`src/rtl/acess_pkg.sv`:
```
// rtl/acess_pkg.sv - shared types, constants and sizing helper for the password-table scan controller
package acess_pkg;

  typedef enum logic [2:0] {
    IDLE  = 3'd0,
    SCAN  = 3'd1,
    GRANT = 3'd2,
    DENY  = 3'd3,
    LOCK  = 3'd4
  } state_e;

  localparam logic [7:0] EMPTY_ENTRY = 8'h00;

  function automatic int timer_width(input int hold, input int lock);
    int m;
    m = (hold > lock) ? hold : lock;
    return $clog2(m + 1);
  endfunction

endpackage

```
`src/rtl/acess_scan_ctrl_if.sv`:
```
// rtl/acess_scan_ctrl_if.sv - request, ROM and status signals between the scan controller and its neighbours
interface acess_scan_ctrl_if #(
  parameter int AW = 5
);
  logic          enter;
  logic [7:0]    senha;
  logic [AW-1:0] rom_addr;
  logic [7:0]    rom_q;
  logic          busy;
  logic          granted;
  logic          denied;
  logic          locked;

  modport master (
    input  enter, senha, rom_q,
    output rom_addr, busy, granted, denied, locked
  );

  modport slave (
    output enter, senha, rom_q,
    input  rom_addr, busy, granted, denied, locked
  );
endinterface

```
`src/rtl/acess_timer.sv`:
```
// rtl/acess_timer.sv - loadable down-counter shared by the hold and lockout phases
module acess_timer #(
  parameter int W = 4
) (
  input  logic         clk,
  input  logic         rst_n,
  input  logic         load_i,
  input  logic [W-1:0] value_i,
  output logic         done_o
);
  logic [W-1:0] cnt_q, cnt_d;

  always_comb begin
    cnt_d = cnt_q;
    if (load_i)
      cnt_d = value_i;
    else if (cnt_q != '0)
      cnt_d = cnt_q - 1'b1;
  end

  always_ff @(posedge clk or negedge rst_n) begin
    if (!rst_n) cnt_q <= '0;
    else        cnt_q <= cnt_d;
  end

  // done marks the last cycle of the loaded window so the FSM leaves on that edge
  assign done_o = (cnt_q == W'(1));
endmodule

```
`src/rtl/acess_scan_ctrl.sv`:
```
// rtl/acess_scan_ctrl.sv - password ROM scan sequencer with grant/deny hold; LOCKOUT_EN adds the lockout phase
module acess_scan_ctrl
  import acess_pkg::*;
#(
  parameter int AW          = 5,
  parameter int HOLD_CYCLES = 8,
  parameter int MAX_FAILS   = 3,
  parameter int LOCK_CYCLES = 1000
) (
  input  logic              clk,
  input  logic              clr_n,
  acess_scan_ctrl_if.master bus
);
  localparam int            DEPTH     = 2 ** AW;
  localparam int            TW        = timer_width(HOLD_CYCLES, LOCK_CYCLES);
  localparam int            FW        = $clog2(MAX_FAILS + 1);
  localparam logic [AW-1:0] LAST_ADDR = AW'(DEPTH - 1);

  state_e        state_q, state_d;
  logic [AW-1:0] rom_addr_q, rom_addr_d;
  logic [7:0]    senha_q, senha_d;
  logic          cmp_vld_q, cmp_vld_d;
  logic [AW-1:0] cmp_addr_q, cmp_addr_d;
  logic          hit_q, hit_d;
  logic          miss_q, miss_d;
  logic [FW-1:0] fail_cnt_q, fail_cnt_d;
  logic          entry_match;
  logic          tmr_load;
  logic [TW-1:0] tmr_value;
  logic          tmr_done;

  assign entry_match = cmp_vld_q && (bus.rom_q == senha_q) && (bus.rom_q != EMPTY_ENTRY);

  always_comb begin
    state_d    = state_q;
    senha_d    = senha_q;
    cmp_vld_d  = 1'b0;
    cmp_addr_d = rom_addr_q;
    hit_d      = 1'b0;
    miss_d     = 1'b0;
    fail_cnt_d = fail_cnt_q;
    case (state_q)
      IDLE: begin
        if (bus.enter) begin
          senha_d = bus.senha;
          state_d = SCAN;
        end
      end
      SCAN: begin
        cmp_vld_d = 1'b1;
        // compare result is registered once; first hit wins over any later entry
        hit_d  = !hit_q && !miss_q && entry_match;
        miss_d = !hit_q && !miss_q && cmp_vld_q && !entry_match && (cmp_addr_q == LAST_ADDR);
        if (hit_q) begin
          state_d = GRANT;
        end else if (miss_q) begin
          state_d = DENY;
          if (fail_cnt_q != FW'(MAX_FAILS))
            fail_cnt_d = fail_cnt_q + 1'b1;
        end
      end
      GRANT: begin
        if (tmr_done) begin
          state_d    = IDLE;
          fail_cnt_d = '0;
        end
      end
      DENY: begin
        if (tmr_done) begin
`ifdef LOCKOUT_EN
          state_d = (fail_cnt_q == FW'(MAX_FAILS)) ? LOCK : IDLE;
`else
          state_d = IDLE;
`endif
        end
      end
      LOCK: begin
`ifdef LOCKOUT_EN
        if (tmr_done) begin
          state_d    = IDLE;
          fail_cnt_d = '0;
        end
`else
        state_d = IDLE;
`endif
      end
      default: state_d = IDLE;
    endcase
  end

  always_comb begin
    rom_addr_d = '0;
    if (state_q == SCAN && state_d == SCAN)
      rom_addr_d = (rom_addr_q == LAST_ADDR) ? LAST_ADDR : rom_addr_q + 1'b1;
  end

  assign tmr_load  = (state_d != state_q) &&
                     (state_d == GRANT || state_d == DENY || state_d == LOCK);
  assign tmr_value = (state_d == LOCK) ? TW'(LOCK_CYCLES) : TW'(HOLD_CYCLES);

  acess_timer #(.W(TW)) u_timer (
    .clk     (clk),
    .rst_n   (clr_n),
    .load_i  (tmr_load),
    .value_i (tmr_value),
    .done_o  (tmr_done)
  );

  always_ff @(posedge clk or negedge clr_n) begin
    if (!clr_n) begin
      state_q    <= IDLE;
      rom_addr_q <= '0;
      senha_q    <= '0;
      cmp_vld_q  <= 1'b0;
      cmp_addr_q <= '0;
      hit_q      <= 1'b0;
      miss_q     <= 1'b0;
      fail_cnt_q <= '0;
    end else begin
      state_q    <= state_d;
      rom_addr_q <= rom_addr_d;
      senha_q    <= senha_d;
      cmp_vld_q  <= cmp_vld_d;
      cmp_addr_q <= cmp_addr_d;
      hit_q      <= hit_d;
      miss_q     <= miss_d;
      fail_cnt_q <= fail_cnt_d;
    end
  end

  assign bus.rom_addr = rom_addr_q;
  assign bus.busy     = (state_q != IDLE);
  assign bus.granted  = (state_q == GRANT);
  assign bus.denied   = (state_q == DENY);
`ifdef LOCKOUT_EN
  assign bus.locked   = (state_q == LOCK);
`else
  assign bus.locked   = 1'b0;
`endif
endmodule

```
`src/flat_wrapper.sv`:
```
// flat-port wrapper written by rule: the top's interface ports become plain ports
module acess_scan_ctrl_flat import acess_pkg::*;
#(
  parameter int AW          = 5,
  parameter int HOLD_CYCLES = 8,
  parameter int MAX_FAILS   = 3,
  parameter int LOCK_CYCLES = 1000
)
  (clk, clr_n, bus_enter, bus_senha, bus_rom_q, bus_rom_addr, bus_busy, bus_granted, bus_denied, bus_locked);
  acess_scan_ctrl_if #(.AW(AW)) bus_i ();
  input  logic clk;
  input  logic clr_n;
  input wire logic [$bits(bus_i.enter)-1:0] bus_enter;
  input wire logic [$bits(bus_i.senha)-1:0] bus_senha;
  input wire logic [$bits(bus_i.rom_q)-1:0] bus_rom_q;
  output wire logic [$bits(bus_i.rom_addr)-1:0] bus_rom_addr;
  output wire logic [$bits(bus_i.busy)-1:0] bus_busy;
  output wire logic [$bits(bus_i.granted)-1:0] bus_granted;
  output wire logic [$bits(bus_i.denied)-1:0] bus_denied;
  output wire logic [$bits(bus_i.locked)-1:0] bus_locked;
  assign bus_i.enter = bus_enter;
  assign bus_i.senha = bus_senha;
  assign bus_i.rom_q = bus_rom_q;
  assign bus_rom_addr = bus_i.rom_addr;
  assign bus_busy = bus_i.busy;
  assign bus_granted = bus_i.granted;
  assign bus_denied = bus_i.denied;
  assign bus_locked = bus_i.locked;
  acess_scan_ctrl #(.AW(AW), .HOLD_CYCLES(HOLD_CYCLES), .MAX_FAILS(MAX_FAILS), .LOCK_CYCLES(LOCK_CYCLES)) u_core (.clk(clk), .clr_n(clr_n), .bus(bus_i));
endmodule
```
`config.mk`:
```
export PLATFORM = sky130hd
export DESIGN_NAME = acess_scan_ctrl_flat
export DESIGN_NICKNAME = d
export VERILOG_FILES = /design/src/rtl/acess_pkg.sv /design/src/rtl/acess_scan_ctrl_if.sv /design/src/rtl/acess_timer.sv /design/src/rtl/acess_scan_ctrl.sv /design/src/flat_wrapper.sv
export SDC_FILE = /design/constraint.sdc
export NUM_CORES = 1
export LEC_CHECK = 0
export CAP_MARGIN = 20
export CORE_UTILIZATION = 46
export CTS_CLUSTER_SIZE = 14
export DETAILED_ROUTE_END_ITERATION = 7
export GPL_TIMING_DRIVEN = 0
export PLACE_DENSITY_LB_ADDON = 0.05
export SYNTH_ARGS = -nofsm -noshare
export SYNTH_HDL_FRONTEND = slang
export SYNTH_SLANG_ARGS = --single-unit
export TNS_END_PERCENT = 100
```
`constraint.sdc`:
```
create_clock -name clk -period 1.6 [get_ports clk]
set_clock_uncertainty 0.2 [all_clocks]
set_input_delay 0.32 -clock clk [delete_from_list [all_inputs] [get_ports clk]]
set_output_delay 0.32 -clock clk [all_outputs]
set_load 0.005 [all_outputs]
```
# ---- Yosys cells after proc, flatten, opt, wreduce, memory -nomap -nowiden
# Index checks and enable logic that the tools add are counted.
dict set report totals {
  word_cells 56
  ff_bits 34
  inputBits 19
  output_inout_bits 9
}
dict set report classes {
  n_eq_ne 12
  reduce_logical 21
  mux 13
  add_sub_neg 2
}
# op n
set ops {}
lappend ops {{$mux W10} 3}
lappend ops {{$eq A3 B2 Y1 const B} 4}
lappend ops {{$mux W3} 4}
lappend ops {{$eq A10 B1 Y1 const B} 1}
lappend ops {{$eq A5 B5 Y1 const B} 2}
lappend ops {{$mux W5} 2}
lappend ops {{$reduce_bool A10 Y1} 1}
lappend ops {{$sub A10 B1 Y10 const B} 1}
lappend ops {{$logic_and A1 B1 Y1} 9}
lappend ops {{$pmux W3 S3} 1}
lappend ops {{$eq A8 B8 Y1} 1}
lappend ops {{$reduce_bool A8 Y1} 1}
lappend ops {{$eq A3 B1 Y1 const B} 2}
lappend ops {{$add A5 B1 Y5 const B} 1}
lappend ops {{$eq A3 B3 Y1 const B} 1}
lappend ops {{$logic_not A1 Y1} 3}
lappend ops {{$logic_not A3 Y1} 1}
lappend ops {{$mux W1} 3}
lappend ops {{$ne A3 B3 Y1} 1}
lappend ops {{$reduce_bool A3 Y1} 1}
lappend ops {{$logic_or A1 B1 Y1} 2}
lappend ops {{$reduce_and A2 Y1} 1}
lappend ops {{$reduce_bool A2 Y1} 1}
lappend ops {{$reduce_or A2 Y1} 1}

# ---- Longest topological paths before layout
# Gate-level depths: netlist of the first run.
dict set report depth {
  word_depth 8
  ltp_mapped 6
  mapped_depth_nobuf 6
}

# ---- Modules after synthesis
# From an unflattened synthesis of the first run, not the netlist that was laid out.
dict set report hier_totals {
  hier_cells 148
  area_unflattened_um2 1671.6
}
# mod seq_area_each_um2 area_each_um2 n_inst cells_per_inst
set by_module_without_submodules {}
lappend by_module_without_submodules {acess_scan_ctrl 600.6 1061.0 1 81}
lappend by_module_without_submodules {acess_timer 250.2 610.6 1 67}

# ---- Worst setup path before layout of the first run
# No wires, ideal clock.
dict set report synth_timing {
  path_type {flip-flop to flip-flop}
  startpoint {register u_core.u_timer.cnt_q[0]}
  endpoint {register u_core.u_timer.cnt_q[6]}
  n_path_buf 0
  required_ps 1323
  synth_period_minus_slack_ps 1652
  arrival_ps 1374
  setup_ps 77
  setup_slack_ps -52
  stages_incl_launch_ff 6
  path_cell_list {dfrtp_1 -> inv_1 -> ha_1 -> nor4b_4 -> or4_1 -> a21oi_1}
}
dict set report synth_between {
  elab_chain_cells 8
  word_cells_on_any_way 16
  cone_classes {add/sub (1); eq/ne (5); mux (5); reduce/logical (5)}
}
# item line
set synth_lines {}
lappend synth_lines {{from (decl)} acess_timer.sv:11} ;# logic [W-1:0] cnt_q, cnt_d;
lappend synth_lines {{from (signal assigned)} acess_timer.sv:23} ;# else cnt_q <= cnt_d;
lappend synth_lines {{$eq A10 B1 Y1} acess_timer.sv:27} ;# assign done_o = (cnt_q == W'(1));
lappend synth_lines {{$mux W3} {acess_scan_ctrl.sv:63, acess_scan_ctrl.sv:69}}
lappend synth_lines {{$pmux W3 S3} acess_scan_ctrl.sv:42} ;# case (state_q)
lappend synth_lines {{$eq A3 B2 Y1} acess_scan_ctrl.sv:98} ;# (state_d == GRANT || state_d == DENY || state_d == LOCK);
lappend synth_lines {{$logic_or A1 B1 Y1 (2 in a row)} acess_scan_ctrl.sv:98}
lappend synth_lines {{$logic_and A1 B1 Y1} acess_scan_ctrl.sv:97} ;# assign tmr_load = (state_d != state_q) &&
lappend synth_lines {{$mux W10 or $reduce_bool A2 Y1 (tied branches)} -}
# Several ways; a longest one is shown, not always the timed one. The select of a mux whose other input is x is not followed.
# A chain may end at the register's enable or synchronous reset.

# ---- Final worst setup path of the first run
dict set report layout_timing {
  startpoint {register u_core.u_timer.cnt_q[0]}
  endpoint {register u_core.u_timer.cnt_q[0]}
}
# The elaborated chain is that of the path after synthesis.

==> flow_metrics.env, run 1 <==
export IMPL_path_buf_inv=1
export IMPL_ys_ff_latch=34
export IMPL_path_depth=6
export IMPL_cts_sinks=34
export IMPL_synth_seq_area_share=0.544
export IMPL_intPower_mw=1.78
export IMPL_startpoint_type="flip-flop"
export IMPL_criticalPathCategory="reg -> reg"
export IMPL_rows=20
export IMPL_leakage_nw=1.01
export IMPL_r2r_cells=6
export IMPL_cts_reportedPaths_clkPinSlew_ns=0.10
export IMPL_ir_drop_uv=682
export IMPL_drt_iter0_drc=53
export IMPL_setup_viol=11
export IMPL_io_buffers=26
export IMPL_via_per_inst=5.06
export IMPL_worst_path_max_fanout=5
export IMPL_die_area_um2=3630
export IMPL_cts_tree="built"
export IMPL_synth_area_top_cells="dfrtp_1 54%, mux2_2 5.8%, xor2_1 5.0%"
export IMPL_power_frac_clock=0.180
export IMPL_dr_pass1_iters=4
export IMPL_initial_core_util=0.500
export IMPL_core_um2=3130
export IMPL_p_switching_mw=0.972
export IMPL_max_cap_violations=0
export IMPL_worstPathRequired_ns=1.62
export IMPL_wire_per_inst_um=14.2
export IMPL_antenna_found_initial=0
export IMPL_ant_nets=0
export IMPL_wirelength_um=3440
export IMPL_syn_area_per_cell_um2=11.1
export IMPL_layout_min_cycle_time_ns=1.73
export IMPL_rsz0062_at_grt="yes"
export IMPL_grt_pass1_wl_um=5350
export IMPL_fin_crit_sh=1.08
export IMPL_via_count=1225
export IMPL_preCtsSetupSlack_ns=-0.502
export IMPL_cts_max_level=2
export IMPL_overflow=0
export IMPL_comb_power_share=0.357
export IMPL_yosysWarnings=0
export IMPL_grt_pass1_vias=1162
export IMPL_sw_frac_of_total=0.354
export IMPL_dp_hpwl_um=2060
export IMPL_fin_util=0.721
export IMPL_grt_max_degree=35
export IMPL_hp_class="reg -> reg"
export IMPL_area_delta_synth_final_pct=44.4
export IMPL_fp_dieH_um=60.3
export IMPL_syn_area_um2=1560
export IMPL_cpPeakStageDelay_ns=0.45
export IMPL_grt_usage=0.204
export IMPL_gp_congestion=0.732
export IMPL_power_mw=2.75
export IMPL_slew_viol_final=0
export IMPL_status="complete, but fails checks"
export IMPL_seqPwrFrac=0.463
export IMPL_violations="negative setup slack"
export IMPL_relSlewSlack=0.508
export IMPL_io_pins=28
export IMPL_worstPathArrival_ns=1.75
export IMPL_drc_errors=0
export IMPL_cpMaxStageDelayCell="dfrtp_2"
export IMPL_synth_cell_types=34
export IMPL_yosysTopAreaCell="dfrtp_1"
export IMPL_yosysTopAreaCellShare=0.544
export IMPL_cp_cell_sequence="inv_4, ha_4, nor4b_4, nand3_2, xnor2_1, nor2_1"
export IMPL_finalHoldViolCount=0
export IMPL_insertion_delay_ns=0.33
export IMPL_worstMarginPinSlew_ns=0.738
export IMPL_drive_above_1_share=0.369
export IMPL_crit_family="simple AND/OR/NAND/NOR gates"
export IMPL_netlist_instances=141
export IMPL_cts_root_buf="clkbuf_4"
export IMPL_fmax_mhz=578
export IMPL_nets=220
export IMPL_fin_ws_ns=-0.131
export IMPL_tritoncts_num_buffers=5
export IMPL_cellPowerDensity_nw_per_um2=1220
export IMPL_hold_depth=1
export IMPL_end_kind="flip-flop"
export IMPL_antenna_cells=0
export IMPL_die_x_um=60.3
export IMPL_cts_buffer_depth=2
[cell type report]
| type | count | area, um2 |
|---|---|---|
| flip-flops and latches | 34 | 855 |
| multi-input cells | 100 | 818 |
| fillers | 229 | 872 |
| plain buffers | 2 | 18.8 |
| well taps | 44 | 55.1 |
| clock buffers | 7 | 55.1 |
| clock inverters | 1 | 5.00 |
| repair buffers | 48 | 424 |
| inverters | 6 | 25.0 |
[power by group through the flow]
stage / Clock (mW) / Combinational (mW) / Sequential (mW)
6_report: 0.495 / 0.982 / 1.27
5_1_grt: 0.554 / 1.09 / 1.29
4_1_cts: 0.508 / 0.921 / 1.26
3_5_place_dp: 0 / 0.731 / 1.29
3_3_place_gp: 0 / 0.700 / 1.28
2_1_floorplan: 0 / 0.553 / 1.25
[metrics by stage]
step	area, um2	TNS [ns]	hold WS (ns)	instances
final	2260	-0.786	0.292	242
after global routing	2260	-1.95	0.325	242
after global placement	1910	-25.57	0.212	212
after floorplan	1600	-0.0434	-0.176	142
after detailed placement	1910	-4.00	0.221	212
after CTS	2180	-0.542	0.291	240
[logic make-up (layout without fill, tap and decap cells)]
| kind of cell | Yosys count | count (layout) | synth area share |
|---|---|---|---|
| AND/OR/NAND/NOR | 54 | 54 | 0.194 |
| flip-flops | 34 | 34 | 0.544 |
| AO/OA/AOI/OAI | 18 | 18 | 0.0681 |
| XOR/XNOR | 13 | 13 | 0.0729 |
| multiplexers | 9 | 9 | 0.0641 |
| buffers and inverters | 8 | 64 | 0.0224 |
| adder cells (fa/ha/maj) | 4 | 4 | 0.0320 |
| other | 1 | 2 | 0.00240 |
[final timing paths]
check,start,endpoint,slack [ns]
min reg2reg,u_core.bus.rom_addr[1],u_core.cmp_addr_q[1],0.29
max in group asynchronous,clr_n,u_core.u_timer.cnt_q[0],0.30
max reg2reg,u_core.u_timer.cnt_q[0],u_core.u_timer.cnt_q[0],-0.13
min in group asynchronous,clr_n,u_core.state_q[2],0.38
max,u_core.u_timer.cnt_q[0],u_core.u_timer.cnt_q[0],-0.13
min,u_core.bus.rom_addr[1],u_core.cmp_addr_q[1],0.29
[layout by cell type (no fill, tap or decap), types with 2 or more instances in the layout]
cell and n:
dfrtp_1 31, buf_4 16, clkdlybuf4s50_1 14, nor2_1 13
xor2_1 9, nand2_1 9, mux2_2 8, buf_6 7
dlygate4sd2_1 7, nor2_2 5, a21oi_2 5, clkbuf_4 5
inv_1 4, a21oi_1 4, nand3_1 4, xnor2_1 4
buf_2 4, o21ai_0 3, nand4_1 3, dfrtp_2 3
nor3_1 2, and3_1 2, o31ai_1 2, nor4b_4 2
ha_1 2, ha_4 2, conb_1 2
[metal layers]
layer,track usage,share of wire
met1,0.256,0.44
met4,0.0498,0.0067
met3,0.0628,0.048
met2,0.342,0.51
met5,0,0
[cells in the mapped netlist]
cell and count:
dfrtp_1 34, nor2_1 18, nand2_1 10, a21oi_1 9, xor2_1 9, mux2_2 8, inv_1 6, nand3_1 5
ha_1 4, xnor2_1 4, nand4_1 3, nor4_1 3, o21ai_0 3, and3_1 2, nand2b_1 2, nor3_1 2
o31ai_1 2, a211o_1 1, a211oi_1 1, a31oi_1 1, and4_2 1, buf_2 1, buf_4 1, conb_1 1
mux2i_1 1, nand2_2 1, nand4b_1 1, nor2b_1 1, nor3_4 1, nor3b_2 1, nor4b_1 1, nor4b_4 1
o2111ai_1 1, or4_1 1
[timing repair]
action | 4_1_cts | 5_1_grt
pin swaps | 15 | 11
hold buffers | 1 | 0
buffers inserted | 19 | 2
resized for setup | 37 | 19
endpoints found under the setup margin | 20 | 29
hold endpoints to repair | 34 | 0
[registers in the layout, summed over array words and instances, names as in the netlist]
signal / cells
u_core.miss_q: 1
u_core.cmp_vld_q: 1
u_core.bus.rom_addr: 5
u_core.cmp_addr_q: 5
u_core.senha_q: 8
u_core.state_q: 3
u_core.u_timer.cnt_q: 10
u_core.hit_q: 1
Power figures use the tool's default switching activity.
==> inputs of run 2 (changes only) <==
--- a/config.mk
+++ b/config.mk
@@ -11,2 +11,3 @@
 export DETAILED_ROUTE_END_ITERATION = 7
+export GPL_ROUTABILITY_DRIVEN = 0
 export GPL_TIMING_DRIVEN = 0
--- a/constraint.sdc
+++ b/constraint.sdc
@@ -4,2 +4,2 @@
 set_output_delay 0.32 -clock clk [all_outputs]
-set_load 0.005 [all_outputs]
+set_load 0.05 [all_outputs]
==> flow_metrics.env, run 2 (same netlist as run 1, synthesis figures left out) <==
export IMPL_status="complete, but fails checks"
export IMPL_violations="negative setup slack"
export IMPL_drive_above_1_share=0.326
export IMPL_preCtsSetupSlack_ns=-0.502
export IMPL_grt_max_degree=35
export IMPL_nets=206
export IMPL_worstPathRequired_ns=1.08
export IMPL_die_x_um=60.3
export IMPL_hold_depth=0
export IMPL_overflow=0
export IMPL_criticalPathCategory="reg -> out"
export IMPL_cts_tree="built"
export IMPL_io_buffers=26
export IMPL_r2r_cells=6
export IMPL_grt_pass1_vias=1132
export IMPL_via_per_inst=5.18
export IMPL_wirelength_um=3200
export IMPL_rsz0062_at_grt="yes"
export IMPL_core_um2=3130
export IMPL_wire_per_inst_um=14.0
export IMPL_dr_pass1_iters=4
export IMPL_worstPathArrival_ns=1.20
export IMPL_fp_dieH_um=60.3
export IMPL_leakage_nw=0.912
export IMPL_fin_crit_sh=1.08
export IMPL_drt_iter0_drc=50
export IMPL_fin_area_um2=2110
export IMPL_cellPowerDensity_nw_per_um2=1290
export IMPL_layout_commonest_cell="dfrtp_1"
export IMPL_ant_nets=0
export IMPL_cts_buffer_depth=2
export IMPL_finalHoldViolCount=0
export IMPL_reg_largest_list="u_core.u_timer.cnt_q (10), u_core.senha_q (8)"
export IMPL_insertion_delay_ns=0.33
export IMPL_rows=20
export IMPL_final_cells=228
export IMPL_worst_path_max_fanout=3
export IMPL_worstMarginPinSlew_ns=0.731
export IMPL_max_cap_violations=0
export IMPL_grt_pass1_wl_um=5120
export IMPL_io_pins=28
export IMPL_fmax_mhz=580
export IMPL_initial_core_util=0.500
export IMPL_drc_errors=0
export IMPL_hp_class="reg -> reg"
export IMPL_area_delta_synth_final_pct=35.1
export IMPL_dp_cells=212
export IMPL_fin_ws_ns=-0.124
export IMPL_cts_reportedPaths_clkPinSlew_ns=0.11
export IMPL_via_count=1181
export IMPL_cts_sinks=34
export IMPL_dp_hpwl_um=2060
export IMPL_layout_min_cycle_time_ns=1.72
export IMPL_whs_ns=0.240
export IMPL_top_register="u_core.u_timer.cnt_q"
export IMPL_cts_root_buf="clkbuf_4"
export IMPL_cts_max_level=2
export IMPL_setup_viol=12
export IMPL_tritoncts_num_buffers=5
export IMPL_slew_viol_final=0
export IMPL_end_kind="primary output"
export IMPL_ir_drop_uv=749
export IMPL_antenna_cells=0
export IMPL_largest_register_ff_count=10
export IMPL_antenna_found_initial=0
export IMPL_placed_cell_area_um2=1910
export IMPL_relSlewSlack=0.513
export IMPL_final_cell_mix="30 x dfrtp_1, 17 x clkdlybuf4s50_1, 14 x nor2_1"
export IMPL_grt_usage=0.198
export IMPL_die_area_um2=3630
export IMPL_startpoint_type="flip-flop"
run 2: cell types whose count changed in the layout (fill, tap and decap cells not counted), moves of 2 or more:
cell / delta
a21oi_1: +5
a21oi_2: -5
buf_4: -6
buf_6: -3
clkdlybuf4s50_1: +3
dlygate4sd2_1: -7
nor2_2: -3
nor2_4: +2
run 2: final timing paths:
path,slack (ns),to,from
setup / recovery,-0.12,bus_granted,u_core.state_q[2]
hold / removal,0.24,u_core.cmp_addr_q[1],u_core.bus.rom_addr[1]
setup reg to reg,-0.11,u_core.u_timer.cnt_q[0],u_core.u_timer.cnt_q[1]
hold reg to reg,0.24,u_core.cmp_addr_q[1],u_core.bus.rom_addr[1]
max in group asynchronous,0.30,u_core.bus.rom_addr[2],clr_n
min in group asynchronous,0.37,u_core.u_timer.cnt_q[8],clr_n
run 2: worst max-delay path, stage by stage (launching register included):
cell      delay, ns
dfrtp_1        0.44
nand2b_4       0.19
nor2_4         0.09
buf_6          0.16
run 2: routing by layer:
| layer | track usage | wire [um] | up-vias |
|---|---|---|---|
| met4 | 0.0598 | 18 | 0 |
| met5 | 0 | 0 | - |
| met3 | 0.0606 | 168 | 2 |
| li1 | - | - | 574 |
| met2 | 0.330 | 1640 | 30 |
| met1 | 0.244 | 1380 | 575 |
run 2: final cells by class:
type                            instances  area [um2]
Clock buffer                            7        55.1
Tap cell                               44        55.1
Timing Repair Buffer                   34         308
Sequential cell                        34         856
Fill cell                             240        1020
Inverter                                6        25.0
Buffer                                  2        15.0
Clock inverter                          1        5.00
Multi-Input combinational cell        100         793
run 2: through the flow:
| stage | utilization | total power [mW] | TNS (ns) |
|---|---|---|---|
| 6_report | 0.675 | 2.73 | -0.890 |
| 5_1_grt | 0.675 | 2.92 | -2.04 |
| 4_1_cts | 0.655 | 2.65 | -0.794 |
| 3_5_place_dp | 0.610 | 2.05 | -5.49 |
| 3_3_place_gp | 0.611 | 2.00 | -27.01 |
| 2_1_floorplan | - | 1.82 | -0.306 |
run 2: where the power goes:
part	internal (mW)	total, mW	switching (mW)
combinational	0.490	0.957	0.466
sequential	1.05	1.28	0.226
clock	0.213	0.493	0.280
run 2: timing repair:
item / 4_1_cts / 5_1_grt
resized for setup: 59 / 16
hold buffers: 1 / 0
setup endpoints to repair: 20 / 26
pin swaps: 8 / 6
hold endpoints to repair: 34 / 0
buffers inserted: 6 / 1
cloned: 0 / 0
